## config.mk

```make
export PLATFORM = sky130hd
export DESIGN_NAME = apb_deconcatenator
export DESIGN_NICKNAME = d
export VERILOG_FILES = /design/src/rtl/apb_deconcatenator.sv
export SDC_FILE = /design/constraint.sdc
export NUM_CORES = 1
export LEC_CHECK = 0
export BUFFER_PORTS_ARGS = -buffer_cell sky130_fd_sc_hd__buf_2
export CAP_MARGIN = 0
export CORE_ASPECT_RATIO = 0.9
export CORE_MARGIN = 2
export CORE_UTILIZATION = 46
export CTS_BUF_LIST = sky130_fd_sc_hd__clkbuf_16
export DETAILED_ROUTE_END_ITERATION = 10
export GPL_ROUTABILITY_DRIVEN = 0
export HOLD_SLACK_MARGIN = 0.05
export PLACE_DENSITY = 0.81
export SYNTH_ARGS = -nofsm -noshare
export SYNTH_HDL_FRONTEND = slang
export SYNTH_SLANG_ARGS = --single-unit
```

## constraint.sdc

```tcl
create_clock -name APB_clk -period 2.8 [get_ports APB_clk]
set_input_delay 0.56 -clock APB_clk [delete_from_list [all_inputs] [get_ports APB_clk]]
set_output_delay 0.56 -clock APB_clk [all_outputs]
set_load 0.05 [all_outputs]
```

## src/rtl/apb_deconcatenator.sv

```systemverilog
// APB requester: pops request words from a show-ahead FIFO, runs one APB
// transfer per word, and pushes a {rdata, slverr, write_read} response word.
module apb_deconcatenator #(
    parameter int DATASIZE           = 32,
    parameter int ADDRSIZE           = 32,
    parameter int TOP_FIFO_DATA_SIZE = DATASIZE + ADDRSIZE + 4 + DATASIZE / 8,
    parameter int TIMEOUT            = 16
) (
    input  logic                          APB_clk,
    input  logic                          APB_rst,
    input  logic [TOP_FIFO_DATA_SIZE-1:0] rdata_top,
    input  logic                          rempty_top,
    output logic                          rinc_top,
    input  logic                          wfull_bottom,
    output logic                          winc_bottom,
    output logic [DATASIZE+1:0]           wdata_bottom,
    output logic                          PSEL,
    output logic                          PENABLE,
    output logic                          PWRITE,
    output logic [ADDRSIZE-1:0]           PADDR,
    output logic [2:0]                    PPROT,
    output logic [DATASIZE-1:0]           PWDATA,
    output logic [DATASIZE/8-1:0]         PSTRB,
    input  logic                          PREADY,
    input  logic                          PSLVERR,
    input  logic [DATASIZE-1:0]           PRDATA
);

    localparam int SW = DATASIZE / 8;
    localparam int CW = $clog2(TIMEOUT + 1);
    localparam logic [CW-1:0] WAIT_LAST = CW'(TIMEOUT - 1);

    typedef enum logic [1:0] {
        IDLE,
        SETUP,
        ACCESS
    } state_t;

    state_t                          state;
    state_t                          state_next;
    logic [TOP_FIFO_DATA_SIZE-1:0]   req_q;
    logic [CW-1:0]                   wait_q;

    logic                            req_wr;
    logic [SW-1:0]                   req_strb;

    assign req_wr   = req_q[0];
    assign req_strb = req_q[ADDRSIZE+4 +: SW];

    // Address/control come straight from the request register, so they hold
    // steady through SETUP and ACCESS and read as zero while in reset.
    assign PWRITE = req_wr;
    assign PADDR  = req_q[ADDRSIZE:1];
    assign PPROT  = req_q[ADDRSIZE+3:ADDRSIZE+1];
    assign PWDATA = req_q[ADDRSIZE+4+SW +: DATASIZE];
    assign PSTRB  = req_wr ? req_strb : {SW{1'b0}};

    always_ff @(posedge APB_clk or posedge APB_rst) begin
        if (APB_rst) begin
            state  <= IDLE;
            req_q  <= '0;
            wait_q <= '0;
        end else begin
            state <= state_next;
            if (rinc_top) begin
                req_q <= rdata_top;
            end
            if (state == SETUP) begin
                wait_q <= '0;
            end else if (state == ACCESS && !PREADY) begin
                wait_q <= wait_q + 1'b1;
            end
        end
    end

    always_comb begin
        state_next   = state;
        rinc_top     = 1'b0;
        winc_bottom  = 1'b0;
        wdata_bottom = '0;
        PSEL         = 1'b0;
        PENABLE      = 1'b0;
        unique case (state)
            IDLE: begin
                // Response slot is reserved here; the push later ignores full.
                if (!APB_rst && !rempty_top && !wfull_bottom) begin
                    rinc_top   = 1'b1;
                    state_next = SETUP;
                end
            end
            SETUP: begin
                PSEL       = 1'b1;
                state_next = ACCESS;
            end
            ACCESS: begin
                PSEL    = 1'b1;
                PENABLE = 1'b1;
                if (PREADY) begin
                    winc_bottom  = 1'b1;
                    wdata_bottom = {req_wr ? {DATASIZE{1'b0}} : PRDATA,
                                    PSLVERR, req_wr};
                    state_next   = IDLE;
                end else if (wait_q == WAIT_LAST) begin
                    winc_bottom  = 1'b1;
                    wdata_bottom = {{DATASIZE{1'b0}}, 1'b1, req_wr};
                    state_next   = IDLE;
                end
            end
            default: state_next = IDLE;
        endcase
    end

endmodule

```

# After elaboration in Yosys (flattened, before gate mapping)
# Cells that the tools add are included.
# word_totals
reg_bits	79
inputBits	110
out_inout_bits	110
# op_classes
addsub	1
n_eq_ne	5
mux	18
n_reduce_logical	11
# op_table
op	count
$mux 34	2
$mux 32	1
$mux 5	2
$mux 2	4
$mux 1	7
$pmux 2 s3	1
$add 5x1->5 const B	1
$eq 5x4->1 const B	1
$logic_not 1->1	4
$mux 4	1
$logic_and 1x1->1	3
$ne 3x2->1 const B	1
$eq 2x1->1 const B	1
$eq 2x2->1 const B	1
$logic_not 2->1	1
$ne 2x2->1 const B	1
$reduce_and 2->1	1
$reduce_bool 2->1	1
$reduce_or 2->1	1

# Longest topological paths before layout
# Gate-level depths: netlist of the first run.
# logic_depth
word_depth	5
ltp_mapped	6
depth_no_buf	6

# Least setup slack after synthesis of the first run
# No wires, ideal clock.
# synth_timing
kind	reg-to-output
start	reg state[0]
end	out wdata_bottom[1]
arrival_ns	2.720
slack_ns	-0.480
stages_incl_launch_ff	5
path_buffers	0
cell_sequence	dfrtp_1 -> inv_1 -> ha_1 -> o21a_1 -> a21boi_0
# synth_between
elab_chain_cells	2
# synth_rtl
item	line_no	rtl
start: declaration	39	state_t state;
start signal: assignment	64	state <= state_next;
$eq 2x2->1	83	unique case (state)
$mux 34	83	
end: declaration	16	output logic [DATASIZE+1:0] wdata_bottom,
# No other way between the ends.

# Worst setup path after layout of the first run
# layout_timing
start	reg state[0]
end	out wdata_bottom[14]
# The elaborated chain is that of the path after synthesis.

==> results.md, run 1 <==
* Run status: finished clean
* Worst setup SP type: flip-flop
* Commonest cells after routing, fill and taps aside: buf_2, dfrtp_1, mux2_4
* Initial Util at between 40% and 50%
* First-pass DRT Iterations at 4
* Gr ovfl total at 0
* CP required at approximately 2200 ps
* Max_slew headroom at 56.4%
* Post-synth EDFFs at 0
* Worst min path class: in -> async
* Die height at roughly 95 um
* Max clock buf depth at 2
* Count of port buffers added during placement at between 200 and 250
* Avg Cell Area, Syn at roughly 14 um2
* Final Max Slew Viols at 0
* Crit path capture type: output port
* Resized Gates After CTS at 0
* CTS tree: done
* Synthesized instance count at 303
* Worst EP arrival at 1940 ps
* FMAX at 0.399 GHz
* Area grow syn2layout at 23.2%
* Initial antenna violation count at 1
* Mapped cell area at 4220 um2
* CTS buffer count at 9
* Pleak at 2.83 nW
* Dominant synthesized flop cell: dfrtp_1
* Total nets after synthesis at 419
* ANT nets after route at 0
* Seq/Total Area, Yosys at 46.8%
* Hold_buf cts at 0
* Post-synthesis register bit count at 79
* Final std cells w/o fill at 587
* Max-cap viol count at 0
* Pwr dens at 1380 nW/um2
* IR drop worst, VDD at 0.732 mV
* Detail Placement HPWL at 6800 um
* Clk sinks at 79
* Final setup violation count at 0
* Synth async-reset ratio at 100%
* Yosys top cell area share at between 40% and 50%
* Global-route wire length before repair at 13,400 um
* RSZ-0062 raised after global routing: false
* Setup Skew at around 3.9 ps
* Core area at 9000 um2
* Die ar. at 9960 um2
* Hold Slack at 313 ps
* Synth cell types at 27
* Area leader, netlist: dfrtp_1
* YS warnings at 0
* DRC viols at 0
* DR vias at 2,670
* CTS clk-pin slew, worst paths at approximately 60 ps
* Total track usage at 17.2%
* Initial DRC Count at 110
* WL/cell at 15.2 um
* Hold Vio Cnt, Final at 0
* Worst-skew pair later-pin latency at 320 ps
* Num ports at 220
* DRT Wirelength at just under 9000 um
* Share of layout cells above drive strength 1 at 67.5%
* Placed Area at a little under 5000 um2
* Final instance area at 5200 um2
* Crit Path Max Fanout at 32
* Largest net degree at the start of global routing at 44
* Vias in the first global route at 2,581
* Tcrit/Tclk final at 89.5%
* Commonest non-fill, non-tap cell in the layout: buf_2
* Final net count at 576
* Ranking of synthesized cells by area: dfrtp_1, mux2_4, buf_4
* Die boundary width at between 100 and 150 um
* Placed Cells at 571
* Setup TNS at 0 ps
* CP Class: reg -> out
* Final core utilization at 57.8%
* Post-CTS setup buffers at 0
* Final worst path period need at 2500 ps
* Worst Max-Slew Pin Slew at 653 ps
* H-tree levels at 3
* Root buffer cell: clkbuf_16
* # rows at 33
* Antenna Cells at 0
* Post-DR vias/cell at around 4.5
[where the power goes]
| part | total, mW | internal (mW) | switching (mW) | leakage, nW |
|---|---|---|---|---|
| Sequential | 2.03 | 1.70 | 0.324 | 0.950 |
| Combinational | 3.94 | 1.25 | 2.69 | 1.72 |
| Clock | 1.21 | 0.775 | 0.432 | 0.160 |
[synthesized netlist by cell type (2+ instances only)]
cell / number
clkbuf_1: 3
buf_12: 7
buf_4: 67
nor2b_1: 2
mux2_4: 69
ha_1: 6
nor2_1: 6
inv_1: 6
dfrtp_1: 79
mux2_2: 5
o21a_1: 2
and2_1: 36
[critical path: stages (launching register included)]
cell and delay (ps):
dfrtp_1 380, inv_1 100, ha_1 270, nand2_1 90
nor2_1 90, buf_4 250, and2_1 170, buf_2 270
[layer usage]
metal	up-vias	routed length, um	GRT usage (%)
met3	7	528	4.21
met4	0	62	4.00
met5	-	0	0
met1	1310	3980	24.5
met2	102	4320	26.9
li1	1251	-	-
[logic make-up (layout without fill, tap and decap cells)]
logic type,count (synthesis),in the layout,synth area share [%]
compound gates,7,7,1.19
xor+xnor,2,2,0.415
fa+ha+maj,6,6,1.78
buf+inv,83,245,16.0
flops,79,79,46.8
mux,75,75,26.1
simple gates,51,51,7.65
[per-stage QoR]
stage	worst slack (ps)	total power, mW
2_1_floorplan	151	5.88
3_3_place_gp	723	5.92
3_5_place_dp	647	5.99
4_1_cts	287	7.24
5_1_grt	152	7.50
6_report	295	7.17
[layout make-up]
class | count | area [um2]
fillers | 789 | 3800
inverters | 6 | 23.8
flip-flops and latches | 79 | 1980
clock inverters | 7 | 88.8
clock buffers | 9 | 225
multi-input cells | 141 | 1570
repair buffers | 223 | 1160
well taps | 122 | 153
[flip-flops by register name, summed over array words and instances (netlist names)]
signal / cells
req_q: 72
state: 2
wait_q: 5
[worst paths after layout]
kind                                from               end  slack, ps  cells past startpoint
min in group APB_clk       rdata_top[43]         req_q[43]        470                      2
max in group asynchronous        APB_rst         req_q[52]       1830                      3
setup reg to reg               wait_q[0]          state[1]        910                      6
hold / removal                   APB_rst          req_q[1]        310                      2
hold reg to reg                req_q[36]         req_q[36]        500                      1
setup / recovery                state[0]  wdata_bottom[14]        300                      7
Note: power is estimated with default switching activity, not from simulation.
==> run 2: changes to the inputs <==
--- a/config.mk
+++ b/config.mk
@@ -8,12 +8,11 @@
 export BUFFER_PORTS_ARGS = -buffer_cell sky130_fd_sc_hd__buf_2
 export CAP_MARGIN = 0
 export CORE_ASPECT_RATIO = 0.9
-export CORE_MARGIN = 2
 export CORE_UTILIZATION = 46
 export CTS_BUF_LIST = sky130_fd_sc_hd__clkbuf_16
 export DETAILED_ROUTE_END_ITERATION = 10
 export GPL_ROUTABILITY_DRIVEN = 0
-export HOLD_SLACK_MARGIN = 0.05
+export HOLD_SLACK_MARGIN = 0.02
 export PLACE_DENSITY = 0.81
 export SYNTH_ARGS = -nofsm -noshare
 export SYNTH_HDL_FRONTEND = slang
==> results.md, run 2 (synthesized netlist as in run 1, its figures left out) <==
* Final net count at 576
* Initial antenna violation count at 0
* Die ar. at between 9000 and 10,000 um2
* Resized Gates After CTS at 0
* Crit-path slowest cell: dfrtp_1
* DRT Wirelength at around 8500 um
* Post-DR vias/cell at approximately 4.6
* Placed Area at slightly below 5000 um2
* Part of the power in combinational logic at 56.0%
* Placed Cells at 568
* CP peak stage delay at 390 ps
* First-pass DRT Iterations at 4
* H-tree levels at 3
* Antenna Cells at 0
* ANT nets after route at 0
* CP Class: reg -> out
* Post-CTS setup buffers at 0
* Clk sinks at 79
* FMAX at 0.401 GHz
* Total track usage at 17.6%
* Final worst path period need at 2500 ps
* Worst-skew pair later-pin latency at 320 ps
* Max reg flops at 72
* Final Max Slew Viols at 0
* Worst EP arrival at around 1900 ps
* Final core utilization at 59.2%
* Int Power at roughly 3.6 mW
* Pwr dens at 1360 nW/um2
* Critical path's top delay family: buffers and inverters
* Worst-path cell chain: inv_1 -> ha_1 -> nand2_1 -> nor2_1 -> buf_4 -> and2_1 -> buf_2
* Final instance area at 5160 um2
* Setup TNS at 0 ps
* Overall Power at between 7 and 8 mW
* Area grow syn2layout at 22.3%
* Worst setup SP type: flip-flop
* Hold Vio Cnt, Final at 0
* CTS clk-pin slew, worst paths at 60 ps
* Tcrit/Tclk final at 89.2%
* Crit Path Max Fanout at 32
* DR vias at 2,658
* Max-cap viol count at 0
* Core area at 8730 um2
* Clk pwr share at 15.2%
* CTS tree: done
* Vias in the first global route at ~2,600
* Setup Skew at 8.43 ps
* Max clock buf depth at 2
* IR drop worst, VDD at 0.732 mV
* Sw Ratio at between 40% and 50%
* RSZ-0062 raised after global routing: false
* Die boundary width at just over 100 um
* Placement Setup Slack at ~660 ps
* Num ports at 220
* Biggest regs: req_q (72), wait_q (5), state (2)
* Hold Slack at around 300 ps
* Final std cells w/o fill at 584
* Worst min path class: in -> async
* Hold_buf cts at 0
* Share of layout cells above drive strength 1 at slightly below 70%
* Crit path capture type: output port
* Initial DRC Count at 52
* Worst Max-Slew Pin Slew at 624 ps
* Die height at 92.9 um
* Global-route wire length before repair at 12,800 um
* Gr ovfl total at 0
* Seq pwr share at about 29%
* Number of fillers in the final layout at between 700 and 800
* Commonest non-fill, non-tap cell in the layout: buf_2
* Pleak at 2.81 nW
* Largest net degree at the start of global routing at 45
* Final setup violation count at 0
* WL/cell at 14.6 um
* Buf/Inv on CP at 3
* Initial Util at 48.4%
* DRC viols at 0
* CTS buffer count at 9
* # rows at 32
* Root buffer cell: clkbuf_16
* Commonest cells after routing, fill and taps aside: buf_2, dfrtp_1, mux2_4
* P_sw at 3.47 mW
* Detail Placement HPWL at about 6600 um
* Run status: finished clean
* Biggest register: req_q
* Worst setup margin at ~300 ps
* Max_slew headroom at 58.3%
* CP required at 2240 ps
* Count of port buffers added during placement at 219
## run 2: path summary, 6_finish.rpt
| check | start | endpoint | slack [ps] | cells after the start |
|---|---|---|---|---|
| setup / recovery | state[0] | wdata_bottom[17] | 300 | 7 |
| hold / removal | APB_rst | req_q[1] | 300 | 2 |
| setup reg to reg | wait_q[0] | state[1] | 950 | 6 |
| hold reg to reg | req_q[54] | req_q[54] | 500 | 1 |
| max in group asynchronous | APB_rst | state[1] | 1850 | 3 |
| min in group APB_clk | rdata_top[53] | req_q[53] | 470 | 2 |
## run 2: power groups by stage
stage | Clock, mW | Sequential [mW] | Combinational, mW
after floorplan | 0 | 1.97 | 3.91
after CTS | 1.10 | 2.03 | 3.96
after detailed placement | 0 | 2.03 | 3.96
after global routing | 1.16 | 2.09 | 4.11
final | 1.07 | 2.02 | 3.94
after global placement | 0 | 2.00 | 3.91
## run 2: area by class of cell
type	instances	area, um2	share of cell area (%)
flip-flops and latches	79	1980	38.3
multi-input cells	141	1570	30.4
repair buffers	223	1160	22.5
clock buffers	9	225	4.36
well taps	119	149	2.88
clock inverters	7	53.8	1.04
inverters	6	23.8	0.460
## run 2: per-layer routing
metal  GRT usage (%)  wire [um]
met1            23.0       3720
met2            28.1       4090
met4            5.40         80
met3            4.98        657
met5               0          0
## run 2: worst reg2reg max path: stages (launching register included)
cell     delay (ps)
dfrtp_1         410
ha_1            230
and3_1          210
ha_1            200
nor3b_1         320
a21oi_1          80
mux2_2          280
